===== config.mk =====
export PLATFORM = sky130hd
export DESIGN_NAME = rvseed_rd_arbiter_flat
export DESIGN_NICKNAME = d
export VERILOG_FILES = /design/src/rtl/rvseed_arb_pkg.sv /design/src/rtl/rvseed_rd_arbiter_if.sv /design/src/rtl/rvseed_rr_arb2.sv /design/src/rtl/rvseed_rd_arbiter.sv /design/src/flat_wrapper.sv
export SDC_FILE = /design/constraint.sdc
export NUM_CORES = 1
export LEC_CHECK = 0
export BUFFER_PORTS_ARGS = -buffer_cell sky130_fd_sc_hd__buf_2
export CAP_MARGIN = 10
export CORE_AREA = 2 2 102 104
export DETAILED_ROUTE_END_ITERATION = 8
export DIE_AREA = 0 0 104 106
export GPL_TIMING_DRIVEN = 0
export SYNTH_ARGS = -nofsm -noshare
export SYNTH_HDL_FRONTEND = slang
export SYNTH_SLANG_ARGS = --single-unit

===== constraint.sdc =====
create_clock -name clk -period 2.8 [get_ports clk]
set_input_delay 0.28 -clock clk [delete_from_list [all_inputs] [get_ports clk]]
set_output_delay 0.28 -clock clk [all_outputs]
set_load 0.05 [all_outputs]

===== src/rtl/rvseed_arb_pkg.sv =====
// Shared constants for the RVSEED AXI read-channel arbiter: FSM state
// encoding, AXI RRESP codes and master indices.
package rvseed_arb_pkg;

  // FSM state encoding (ABORT is only reachable with the read timeout enabled)
  localparam logic [1:0] IDLE  = 2'd0;
  localparam logic [1:0] ADDR  = 2'd1;
  localparam logic [1:0] DATA  = 2'd2;
  localparam logic [1:0] ABORT = 2'd3;

  // AXI read response codes
  localparam logic [1:0] OKAY   = 2'b00;
  localparam logic [1:0] SLVERR = 2'b10;

  // Master indices: 0 = instruction fetch, 1 = load/store data port
  localparam logic MST_IFU = 1'b0;
  localparam logic MST_LSU = 1'b1;

endpackage


===== src/rtl/rvseed_rd_arbiter_if.sv =====
// AXI read channel (AR + R) bundle. The master modport is the side that
// issues addresses and consumes data; the slave modport is the opposite.
interface rvseed_rd_arbiter_if #(
  parameter int ADDR_W = 32,
  parameter int DATA_W = 32,
  parameter int ID_W   = 4,
  parameter int LEN_W  = 8
) ();

  logic              arvalid;
  logic              arready;
  logic [ADDR_W-1:0] araddr;
  logic [ID_W-1:0]   arid;
  logic [LEN_W-1:0]  arlen;

  logic              rvalid;
  logic              rready;
  logic [DATA_W-1:0] rdata;
  logic [1:0]        rresp;
  logic [ID_W-1:0]   rid;
  logic              rlast;

  modport master (
    output arvalid, araddr, arid, arlen, rready,
    input  arready, rvalid, rdata, rresp, rid, rlast
  );

  modport slave (
    input  arvalid, araddr, arid, arlen, rready,
    output arready, rvalid, rdata, rresp, rid, rlast
  );

endinterface


===== src/rtl/rvseed_rr_arb2.sv =====
// Two-way round-robin picker. Purely combinational: given the request
// vector and the index of the master served last, returns the winner.
module rvseed_rr_arb2 (
  input  logic [1:0] req,
  input  logic       rr_last,
  output logic       any_req,
  output logic       winner
);

  assign any_req = |req;

  // On a tie the master that was not served last goes; otherwise the lone
  // requester wins (req[1] alone selects master 1, req[0] alone master 0).
  assign winner = (req == 2'b11) ? ~rr_last : req[1];

endmodule


===== src/rtl/rvseed_rd_arbiter.sv =====
// Two-master, one-slave AXI read arbiter for the RVSEED core.
// Master 0 is the instruction fetch port, master 1 the load data port.
// One transaction is outstanding at a time; R beats are routed back by the
// registered grant, not by ID. Grants are round-robin.
// Optional read timeout: define RVSEED_RD_ARB_TIMEOUT_EN to add the idle
// beat counter, the ABORT state and the sticky arb_timeout output.
module rvseed_rd_arbiter
  import rvseed_arb_pkg::*;
#(
  parameter int ADDR_W = 32,
  parameter int DATA_W = 32,
  parameter int ID_W   = 4,
  parameter int LEN_W  = 8
`ifdef RVSEED_RD_ARB_TIMEOUT_EN
  ,
  parameter int TIMEOUT_CYC = 255
`endif
) (
  input  logic                clk,
  input  logic                rst_n,
  rvseed_rd_arbiter_if.slave  m0,
  rvseed_rd_arbiter_if.slave  m1,
  rvseed_rd_arbiter_if.master s,
  output logic                arb_busy,
  output logic                arb_grant
`ifdef RVSEED_RD_ARB_TIMEOUT_EN
  ,
  output logic                arb_timeout
`endif
);

  logic [1:0] state_reg, state_next;
  logic       grant_reg, grant_next;
  logic       rr_last_reg, rr_last_next;

  // Per-master views gathered into vectors so the routing can be indexed
  logic [1:0]        m_arvalid, m_arready, m_rready, m_rvalid;
  logic [ADDR_W-1:0] m_araddr [2];
  logic [ID_W-1:0]   m_arid   [2];
  logic [LEN_W-1:0]  m_arlen  [2];

  logic              pick_any, pick_winner;
  logic              r_valid, r_last, s_rready, beat_acc;
  logic [DATA_W-1:0] r_data;
  logic [1:0]        r_resp;
  logic [ID_W-1:0]   r_id;

`ifdef RVSEED_RD_ARB_TIMEOUT_EN
  localparam int CNT_W = 16;
  logic [CNT_W-1:0] cnt_reg, cnt_next;
  logic [ID_W-1:0]  arid_reg, arid_next;
  logic             timeout_reg, timeout_next;
`endif

  assign m_arvalid   = {m1.arvalid, m0.arvalid};
  assign m_rready    = {m1.rready,  m0.rready};
  assign m_araddr[0] = m0.araddr;
  assign m_araddr[1] = m1.araddr;
  assign m_arid[0]   = m0.arid;
  assign m_arid[1]   = m1.arid;
  assign m_arlen[0]  = m0.arlen;
  assign m_arlen[1]  = m1.arlen;

  rvseed_rr_arb2 u_rr (
    .req     (m_arvalid),
    .rr_last (rr_last_reg),
    .any_req (pick_any),
    .winner  (pick_winner)
  );

  // Only the granted master sees arready/rvalid; the other is held off.
  for (genvar gi = 0; gi < 2; gi++) begin : g_mst
    assign m_arready[gi] = (state_reg == ADDR) && (grant_reg == 1'(gi)) && s.arready;
    assign m_rvalid[gi]  = (grant_reg == 1'(gi)) && r_valid;
  end

  assign m0.arready = m_arready[0];
  assign m1.arready = m_arready[1];
  assign m0.rvalid  = m_rvalid[0];
  assign m1.rvalid  = m_rvalid[1];
  assign m0.rdata   = r_data;
  assign m1.rdata   = r_data;
  assign m0.rresp   = r_resp;
  assign m1.rresp   = r_resp;
  assign m0.rid     = r_id;
  assign m1.rid     = r_id;
  assign m0.rlast   = r_last;
  assign m1.rlast   = r_last;

  // AR payload follows the registered grant, so there is no path from any
  // master arvalid to s.arvalid.
  assign s.arvalid = (state_reg == ADDR);
  assign s.araddr  = m_araddr[grant_reg];
  assign s.arid    = m_arid[grant_reg];
  assign s.arlen   = m_arlen[grant_reg];
  assign s.rready  = s_rready;

  assign beat_acc  = s.rvalid && s_rready;
  assign arb_busy  = (state_reg != IDLE);
  assign arb_grant = grant_reg;

  // R return path: passthrough in DATA, synthetic error beat in ABORT.
  always_comb begin
    r_valid  = 1'b0;
    r_data   = s.rdata;
    r_resp   = s.rresp;
    r_id     = s.rid;
    r_last   = s.rlast;
    s_rready = 1'b0;
    case (state_reg)
      DATA: begin
        r_valid  = s.rvalid;
        s_rready = m_rready[grant_reg];
      end
`ifdef RVSEED_RD_ARB_TIMEOUT_EN
      ABORT: begin
        r_valid  = 1'b1;
        r_data   = '0;
        r_resp   = SLVERR;
        r_id     = arid_reg;
        r_last   = 1'b1;
        s_rready = 1'b1;  // sink any stray beats from the slave
      end
`endif
      default: ;
    endcase
  end

  // Next-state logic for the arbitration FSM.
  always_comb begin
    state_next   = state_reg;
    grant_next   = grant_reg;
    rr_last_next = rr_last_reg;
`ifdef RVSEED_RD_ARB_TIMEOUT_EN
    cnt_next     = '0;
    arid_next    = arid_reg;
    timeout_next = timeout_reg;
`endif
    case (state_reg)
      IDLE: begin
        if (pick_any) begin
          grant_next = pick_winner;
          state_next = ADDR;
        end
      end
      ADDR: begin
        if (s.arready) begin
          state_next = DATA;
`ifdef RVSEED_RD_ARB_TIMEOUT_EN
          arid_next  = m_arid[grant_reg];
`endif
        end
      end
      DATA: begin
        if (beat_acc && s.rlast) begin
          rr_last_next = grant_reg;
          state_next   = IDLE;
        end
`ifdef RVSEED_RD_ARB_TIMEOUT_EN
        else if (beat_acc) begin
          cnt_next = '0;
        end else if (cnt_reg == CNT_W'(TIMEOUT_CYC)) begin
          state_next = ABORT;
        end else begin
          cnt_next = cnt_reg + 1'b1;
        end
`endif
      end
`ifdef RVSEED_RD_ARB_TIMEOUT_EN
      ABORT: begin
        if (m_rready[grant_reg]) begin
          rr_last_next = grant_reg;
          timeout_next = 1'b1;
          state_next   = IDLE;
        end
      end
`endif
      default: state_next = IDLE;
    endcase
  end

  // State registers with synchronous active-low reset.
  always_ff @(posedge clk) begin
    if (!rst_n) begin
      state_reg   <= IDLE;
      grant_reg   <= MST_IFU;
      rr_last_reg <= MST_LSU;  // master 0 wins the first tie
`ifdef RVSEED_RD_ARB_TIMEOUT_EN
      cnt_reg     <= '0;
      arid_reg    <= '0;
      timeout_reg <= 1'b0;
`endif
    end else begin
      state_reg   <= state_next;
      grant_reg   <= grant_next;
      rr_last_reg <= rr_last_next;
`ifdef RVSEED_RD_ARB_TIMEOUT_EN
      cnt_reg     <= cnt_next;
      arid_reg    <= arid_next;
      timeout_reg <= timeout_next;
`endif
    end
  end

`ifdef RVSEED_RD_ARB_TIMEOUT_EN
  assign arb_timeout = timeout_reg;
`endif

endmodule


===== src/flat_wrapper.sv =====
// flat-port wrapper written by rule: the top's interface ports become plain ports
module rvseed_rd_arbiter_flat import rvseed_arb_pkg::*;
#(
  parameter int ADDR_W = 32,
  parameter int DATA_W = 32,
  parameter int ID_W   = 4,
  parameter int LEN_W  = 8

)
  (clk, rst_n, arb_busy, arb_grant, m0_arvalid, m0_araddr, m0_arid, m0_arlen, m0_rready, m0_arready, m0_rvalid, m0_rdata, m0_rresp, m0_rid, m0_rlast, m1_arvalid, m1_araddr, m1_arid, m1_arlen, m1_rready, m1_arready, m1_rvalid, m1_rdata, m1_rresp, m1_rid, m1_rlast, s_arvalid, s_araddr, s_arid, s_arlen, s_rready, s_arready, s_rvalid, s_rdata, s_rresp, s_rid, s_rlast);
  rvseed_rd_arbiter_if #(.ADDR_W(ADDR_W), .DATA_W(DATA_W), .ID_W(ID_W), .LEN_W(LEN_W)) m0_i ();
  rvseed_rd_arbiter_if #(.ADDR_W(ADDR_W), .DATA_W(DATA_W), .ID_W(ID_W), .LEN_W(LEN_W)) m1_i ();
  rvseed_rd_arbiter_if #(.ADDR_W(ADDR_W), .DATA_W(DATA_W), .ID_W(ID_W), .LEN_W(LEN_W)) s_i ();
  input  logic clk;
  input  logic rst_n;
  output logic arb_busy;
  output logic arb_grant;
  input wire logic [$bits(m0_i.arvalid)-1:0] m0_arvalid;
  input wire logic [$bits(m0_i.araddr)-1:0] m0_araddr;
  input wire logic [$bits(m0_i.arid)-1:0] m0_arid;
  input wire logic [$bits(m0_i.arlen)-1:0] m0_arlen;
  input wire logic [$bits(m0_i.rready)-1:0] m0_rready;
  output wire logic [$bits(m0_i.arready)-1:0] m0_arready;
  output wire logic [$bits(m0_i.rvalid)-1:0] m0_rvalid;
  output wire logic [$bits(m0_i.rdata)-1:0] m0_rdata;
  output wire logic [$bits(m0_i.rresp)-1:0] m0_rresp;
  output wire logic [$bits(m0_i.rid)-1:0] m0_rid;
  output wire logic [$bits(m0_i.rlast)-1:0] m0_rlast;
  input wire logic [$bits(m1_i.arvalid)-1:0] m1_arvalid;
  input wire logic [$bits(m1_i.araddr)-1:0] m1_araddr;
  input wire logic [$bits(m1_i.arid)-1:0] m1_arid;
  input wire logic [$bits(m1_i.arlen)-1:0] m1_arlen;
  input wire logic [$bits(m1_i.rready)-1:0] m1_rready;
  output wire logic [$bits(m1_i.arready)-1:0] m1_arready;
  output wire logic [$bits(m1_i.rvalid)-1:0] m1_rvalid;
  output wire logic [$bits(m1_i.rdata)-1:0] m1_rdata;
  output wire logic [$bits(m1_i.rresp)-1:0] m1_rresp;
  output wire logic [$bits(m1_i.rid)-1:0] m1_rid;
  output wire logic [$bits(m1_i.rlast)-1:0] m1_rlast;
  output wire logic [$bits(s_i.arvalid)-1:0] s_arvalid;
  output wire logic [$bits(s_i.araddr)-1:0] s_araddr;
  output wire logic [$bits(s_i.arid)-1:0] s_arid;
  output wire logic [$bits(s_i.arlen)-1:0] s_arlen;
  output wire logic [$bits(s_i.rready)-1:0] s_rready;
  input wire logic [$bits(s_i.arready)-1:0] s_arready;
  input wire logic [$bits(s_i.rvalid)-1:0] s_rvalid;
  input wire logic [$bits(s_i.rdata)-1:0] s_rdata;
  input wire logic [$bits(s_i.rresp)-1:0] s_rresp;
  input wire logic [$bits(s_i.rid)-1:0] s_rid;
  input wire logic [$bits(s_i.rlast)-1:0] s_rlast;
  assign m0_i.arvalid = m0_arvalid;
  assign m0_i.araddr = m0_araddr;
  assign m0_i.arid = m0_arid;
  assign m0_i.arlen = m0_arlen;
  assign m0_i.rready = m0_rready;
  assign m0_arready = m0_i.arready;
  assign m0_rvalid = m0_i.rvalid;
  assign m0_rdata = m0_i.rdata;
  assign m0_rresp = m0_i.rresp;
  assign m0_rid = m0_i.rid;
  assign m0_rlast = m0_i.rlast;
  assign m1_i.arvalid = m1_arvalid;
  assign m1_i.araddr = m1_araddr;
  assign m1_i.arid = m1_arid;
  assign m1_i.arlen = m1_arlen;
  assign m1_i.rready = m1_rready;
  assign m1_arready = m1_i.arready;
  assign m1_rvalid = m1_i.rvalid;
  assign m1_rdata = m1_i.rdata;
  assign m1_rresp = m1_i.rresp;
  assign m1_rid = m1_i.rid;
  assign m1_rlast = m1_i.rlast;
  assign s_arvalid = s_i.arvalid;
  assign s_araddr = s_i.araddr;
  assign s_arid = s_i.arid;
  assign s_arlen = s_i.arlen;
  assign s_rready = s_i.rready;
  assign s_i.arready = s_arready;
  assign s_i.rvalid = s_rvalid;
  assign s_i.rdata = s_rdata;
  assign s_i.rresp = s_rresp;
  assign s_i.rid = s_rid;
  assign s_i.rlast = s_rlast;
  rvseed_rd_arbiter #(.ADDR_W(ADDR_W), .DATA_W(DATA_W), .ID_W(ID_W), .LEN_W(LEN_W)) u_core (.clk(clk), .rst_n(rst_n), .m0(m0_i), .m1(m1_i), .s(s_i), .arb_busy(arb_busy), .arb_grant(arb_grant));
endmodule

==> flow_metrics.tcl <==
set metrics [dict create \
    crit_type "flop to output pin" \
    dp_hpwl_um 4790 \
    antenna_found_initial 0 \
    powerDensity_mw_per_mm2 367 \
    start_kind "flop" \
    cellLeakagePower_uw 0.00168 \
    core_area_mm2 0.0100 \
    slew_headroom_pct 71.1 \
    synth_top_area_share_pct 40.1 \
    firstDrtPassIters 3 \
    gp_congestion 0.700 \
    grt_pass1_vias 1650 \
    fin_nets 521 \
    cts_hold_buf 0 \
    cts-root-buf "clkbuf_8" \
    setup_viol 0 \
    cp.required_ns 2.52 \
    synth_nets 290 \
    hold_viol 0 \
    period_share_pct 64.7 \
    multiInputGateArea_um2 726 \
    die_w_um 104 \
    critPathCaptureType "output pin" \
    setup_tns_ns 0 \
    ys_warn_count 0 \
    area_growth_pct 91.9 \
    drive_gt1_share_pct 93.0 \
    tritoncts "yes" \
    slowest_stage "dfxtp_1" \
    fmax_mhz 552 \
    num-fill-cells 1117 \
    htree_num_levels 1 \
    antennaDiodeCount 0 \
    maxCapViolations 0 \
    fin_area_mm2 0.00280 \
    ys_ff_latch 4 \
    largest_reg_flops 2 \
    grt_first_pass_wirelength_um 7490 \
    avgSynthCellArea_um2 9.42 \
    post_cts_buffers 0 \
    fin_worst_skew_ns 0.00285 \
    vias 1779 \
    portBuffers 226 \
    path_clk_slew_ns 0.03 \
    period_minus_slack_ns 1.81 \
    path_buf_inv 3 \
    yosysSeqAreaShare_pct 5.48 \
    synthCells 155 \
    io_pins 265 \
    final-seq-area_um2 80.1 \
    cp_max_fo 10 \
    cts_buffer_depth 2 \
    outcome "finished, final reports clean" \
    clk_latency_ns 0.22 \
    grtUsageTotal_pct 8.07 \
    cts_buffers 3 \
    start_util_pct 14.6 \
    path_cells "buf_6 > buf_6 > mux2_4 > buf_2" \
    drt_wl_total_um 5130 \
    synth.distinct_cells 21 \
    netlist.top_cell.by_area "buf_4" \
    drcViolationCount 0 \
    rsz0062_at_grt "false" \
    wire_per_inst_um 9.87 \
    tightest_slew_ns 0.422 \
    drt_iter0_drc 56 \
    die_h_um 106 \
    critPathArrivalTime_ns 1.53 \
    grt_overflow 0 \
    path_common_cell "buf_6" \
    syn_area_mm2 0.00146 \
    grt_max_degree 11 \
    post_cts_resized 0 \
    drtAntennaViolNets 0 \
    slew_viol_final 0 \
    cp_slowest_stage_delay_ns 0.41 \
    placed_area_mm2 0.00276 \
    cts.sinks 4 \
    die_area_mm2 0.0110 \
    hold_class "input port to flop" \
    vias_per_cell 3.42 \
    peakVddDrop_mv 0.153 \
    yosys-top-cells-area "buf_4 40%, mux2_4 29%, mux2_2 12%" \
    num_rows 37 \
    crit_family "buffers and inverters" \
]
## cell usage in the layout, fill, tap and decap left out, types with 2 or more instances in the layout
master and n:
mux2_2 16, buf_4 78, nor2b_1 3, and3_1 3, dfxtp_1 4, o21ai_0 2
nand2_1 2, buf_8 2, buf_6 2, nor2_1 3, inv_1 2, clkbuf_8 3
a21oi_1 2, mux2_4 28, buf_2 227
## where the power goes
part | internal (uW) | total [uW] | switching (uW) | leakage (uW)
logic | 284 | 844 | 560 | 0.00163
registers | 61.3 | 65.8 | 4.52 | 0.0000329
clock network | 91.4 | 119 | 27.8 | 0.0000216
## worst reg2reg max path, stage by stage, from the launching register on
cell and delay, ns:
dfxtp_1 0.41, mux2i_1 0.44, o21ai_0 0.16, a21oi_1 0.15
## area by class of cell
cell class / instances / area share, %
inverter: 3 / 0.402
timing repair buffer: 226 / 40.4
sequential: 4 / 2.86
buffer: 83 / 22.9
clock buffer: 3 / 1.47
tap: 136 / 6.07
multi-input combinational: 65 / 25.9
## metrics by stage
step / hold slack (ns) / instances / setup slack, ns / util (%) / power [uW]
after floorplan: 0.358 / 155 / 0.511 / - / 726
after global placement: 0.485 / 517 / 1.17 / 27.6 / 911
after detailed placement: 0.490 / 517 / 1.16 / 27.6 / 916
after CTS: 0.266 / 520 / 0.926 / 28.0 / 1040
after global routing: 0.276 / 520 / 0.889 / 28.0 / 1080
final: 0.273 / 520 / 0.989 / 28.0 / 1030
## logic make-up after synthesis
group | synth area share, %
and+or+nand+nor | 4.80
DFF | 5.48
buffers and inverters | 44.8
muxes | 41.8
AOI/OAI and AO/OA | 3.09
## cells in the mapped netlist (all sizes together)
| cell | n |
|---|---|
| a2111oi | 1 |
| a21oi | 2 |
| and3 | 3 |
| buf | 83 |
| dfxtp | 4 |
| inv | 3 |
| mux2 | 44 |
| mux2i | 1 |
| nand2 | 2 |
| nand4b | 1 |
| nor2 | 3 |
| nor2b | 3 |
| nor3 | 1 |
| o21a | 1 |
| o21ai | 2 |
| o311ai | 1 |
## layer usage
layer / share of wire [%] / track usage (%)
met1: 36 / 9.10
met5: 0 / 0
met2: 52 / 15.0
met3: 11 / 2.51
met4: 0.78 / 1.54
## worst paths after layout
path              slack (ns)             endpoint  cells after the start                start
setup reg to reg        1.58  u_core.state_reg[1]                      3     u_core.arb_grant
setup / recovery        0.99         s_araddr[16]                      4     u_core.arb_grant
hold / removal          0.27   u_core.rr_last_reg                      2                rst_n
hold reg to reg         0.50  u_core.state_reg[0]                      1  u_core.state_reg[1]
(Power assumes the default switching activity.)
